[src/rtl/gate_chk_pkg.sv]
// ----------------------------------------------------------------------------
// gate_chk_pkg
//   Shared definitions for checkers of the two-input basic-gate block.
//   - GATE_* : bit positions of each gate output inside the 7-bit gate bus
//   - chk_state_t : run-control states of a checker (IDLE / RUN / DONE)
//   - golden_gates(a, b) : reference values of all seven gates, packed
//     in the same bit order as the gate bus.
// ----------------------------------------------------------------------------
package gate_chk_pkg;

    localparam int GATE_NOT  = 6;
    localparam int GATE_NOR  = 5;
    localparam int GATE_OR   = 4;
    localparam int GATE_AND  = 3;
    localparam int GATE_NAND = 2;
    localparam int GATE_XOR  = 1;
    localparam int GATE_XNOR = 0;

    typedef enum logic [1:0] {
        IDLE = 2'd0,
        RUN  = 2'd1,
        DONE = 2'd2
    } chk_state_t;

    function automatic logic [6:0] golden_gates(input logic a, input logic b);
        logic [6:0] g;
        g            = '0;
        g[GATE_NOT]  = ~a;
        g[GATE_NOR]  = ~(a | b);
        g[GATE_OR]   = a | b;
        g[GATE_AND]  = a & b;
        g[GATE_NAND] = ~(a & b);
        g[GATE_XOR]  = a ^ b;
        g[GATE_XNOR] = ~(a ^ b);
        return g;
    endfunction

endpackage

[src/rtl/gate_golden.sv]
// ----------------------------------------------------------------------------
// gate_golden
//   Combinational comparator for one applied vector of the basic-gate block.
//   Ports:
//     a, b   in   gate inputs of the applied vector
//     gates  in   observed gate outputs, bit order as in gate_chk_pkg
//     mism   out  per-gate mismatch (observed xor golden)
//     fail   out  1 when any gate mismatches
// ----------------------------------------------------------------------------
module gate_golden
    import gate_chk_pkg::*;
(
    input  logic       a,
    input  logic       b,
    input  logic [6:0] gates,
    output logic [6:0] mism,
    output logic       fail
);

    logic [6:0] exp_gates;

    assign exp_gates = golden_gates(a, b);
    assign mism      = gates ^ exp_gates;
    assign fail      = |mism;

endmodule

[config.mk]
export PLATFORM = sky130hd
export DESIGN_NAME = gate_golden
export DESIGN_NICKNAME = d
export VERILOG_FILES = /design/src/rtl/gate_chk_pkg.sv /design/src/rtl/gate_golden.sv
export SDC_FILE = /design/constraint.sdc
export NUM_CORES = 1
export LEC_CHECK = 0
export BUFFER_PORTS_ARGS = -buffer_cell sky130_fd_sc_hd__buf_4
export CAP_MARGIN = 10
export CORE_AREA = 2 2 39 41
export DETAILED_ROUTE_END_ITERATION = 12
export DIE_AREA = 0 0 41 43
export PLACE_DENSITY = 0.43
export SLEW_MARGIN = 10
export SYNTH_ARGS = -nofsm -noshare
export SYNTH_HDL_FRONTEND = slang
export SYNTH_SLANG_ARGS = --single-unit
[constraint.sdc]
create_clock -name vclk -period 3.59
set_input_delay 0.718 -clock vclk [all_inputs]
set_output_delay 0.718 -clock vclk [all_outputs]
set_load 0.02 [all_outputs]
==> metrics <==
outcome=complete, no violations; layout cells sized above 1=0.500; Netlist Area Pre-Place=around 140 um^2; # Post-CTS Setup Buffers=0; Max Cap Viol=0; Hold Path End=mism[0]; remaining antenna violation count after routing=0; Final Wtd Congestion=0.520; Die Ht=roughly 43 um; Rel. slew slack=0.866; RSZ-0062 raised after global routing=no; 1st-iter DRT viols=0; Data required, critical path=between 2 and 3 ns; starting density of the core=0.101; GRT overflow=0; clock buffers=0; Worst EP arrival=between 2 and 2.5 ns; synth-to-layout area growth=105%; DR vias/cell=3.50; detailed-route wire length per cell=about 7.5 um; Syn Area/Cell=~8.2 um^2; PortBufs=17; vias in the first global route=between 100 and 150; via count=~180; fin crit period=2.81 ns; Seq/Total Area, Yosys=0; # diodes=0; critical path cell sequence=buf_4, inv_1, ha_1, nor3b_1, o22ai_1, or4_1, buf_4; Total Neg Setup Slack=0 ns; final wirelength=approximately 380 um; Power, Total=0.0509 mW; Crit. path cell count=7; CP Buf/Inv Count=3; Hold Crit Start=gates[0]; core area=roughly 0.0014 mm^2; Tcrit/Tclk final=0.783; most frequent cells in the layout=buf_4, xnor2_1, xor2_1; largest net degree at the start of global routing=5; Hold WC Path Type=input pin to output port; Setup Viol. Count Final=0; Critical Path End Type=output port; Syn. warnings=0; Worst Setup Start Kind=input pin; endpoints failing hold=0; Pleak=between 0.1 and 0.15 nW; dpl hpwl=around 360 um; I/O pin count=17; most common cell after layout, fill and taps aside=buf_4; Slew @ Worst Pin=between 0.2 and 0.25 ns; die area=0.00176 mm^2; first-pass GRT wire length=slightly below 500 um; drt drc=0; Final nets=between 40 and 50; Seq Cell Count=0; cts-stage hold buffer count=0; Pwr per Cell Area=approximately 180 mW/mm^2; FMAX=roughly 0.36 GHz; Hold Path Stages=3; Most common cell on crit path=buf_4; Setup CP Type=input pin to output port; CP max stage delay=about 0.39 ns; Distinct cells, synth=8; cts repair resizes=0; Mapped Cells=17; row count=14; initial antenna violation count=0; Seq. cell area=0 um^2; Worst VDD drop=just under 0.04 mV; Total GRT Usage=0.0380; Final Max Slew Viols=0; DR pass1 iterations=1; die width=41 um; Crit Path Max Fanout=4; slowest cell on the critical path=or4_1; Synth Net Count=28; Largest delay share family, worst path=simple AND/OR/NAND/NOR gates
==> cell type report <==
type / count / area (um^2)
repair buffers: 17 / 128
inverters: 2 / 7.51
fillers: 160 / 1100
well taps: 16 / 20.0
multi-input cells: 15 / 133
==> logic make-up after synthesis <==
group	share of synthesized area
xor gates and xnor gates	0.438
and+or+nand+nor	0.286
adders and majority gates	0.179
AOI/OAI and AO/OA	0.0447
buffers and inverters	0.0536
==> stage by stage <==
| stage | setup slack (ns) | utilization | hold slack (ns) | instance area, um^2 | std cells |
|---|---|---|---|---|---|
| 2_1_floorplan | 1.01 | - | 1.56 | 140 | 17 |
| 3_3_place_gp | 0.750 | 0.208 | 1.73 | 288 | 50 |
| 3_5_place_dp | 0.765 | 0.208 | 1.73 | 288 | 50 |
| 4_1_cts | 0.758 | 0.208 | 1.73 | 288 | 50 |
| 5_1_grt | 0.688 | 0.208 | 1.74 | 288 | 50 |
| 6_report | 0.781 | 0.208 | 1.73 | 288 | 50 |
==> worst max-delay path by stage <==
stage                     startpoint    to  slack (ns)
final                              a  fail        0.78
after global routing               a  fail        0.69
after CTS                          a  fail        0.76
after detailed placement           a  fail        0.77
after global placement             a  fail        0.75
after floorplan                    a  fail        1.01
==> Yosys cell counts <==
| cell type | count | area [um^2] |
|---|---|---|
| xor2_1 | 3 | 26.3 |
| xnor2_1 | 4 | 35.0 |
| ha_1 | 2 | 25.0 |
| nor3b_1 | 2 | 15.0 |
| o22ai_1 | 1 | 6.26 |
| or4_1 | 1 | 7.51 |
| and3b_1 | 2 | 17.5 |
| inv_1 | 2 | 7.51 |
==> per-layer routing <==
layer | vias to the layer above | share of wire | GRT usage
met3 | 0 | 0.14 | 0
met5 | - | 0 | 0
met2 | 9 | 0.49 | 0.0625
met1 | 73 | 0.38 | 0.0570
li1 | 93 | - | -
met4 | 0 | 0 | 0
==> power by group <==
part / total [mW] / switching (mW) / leakage (nW) / internal, mW
combinational: 0.0509 / 0.0253 / 0.148 / 0.0256
clock: 0 / 0 / 0 / 0
sequential: 0 / 0 / 0 / 0
No activity file was read; power rests on OpenSTA's default activity.
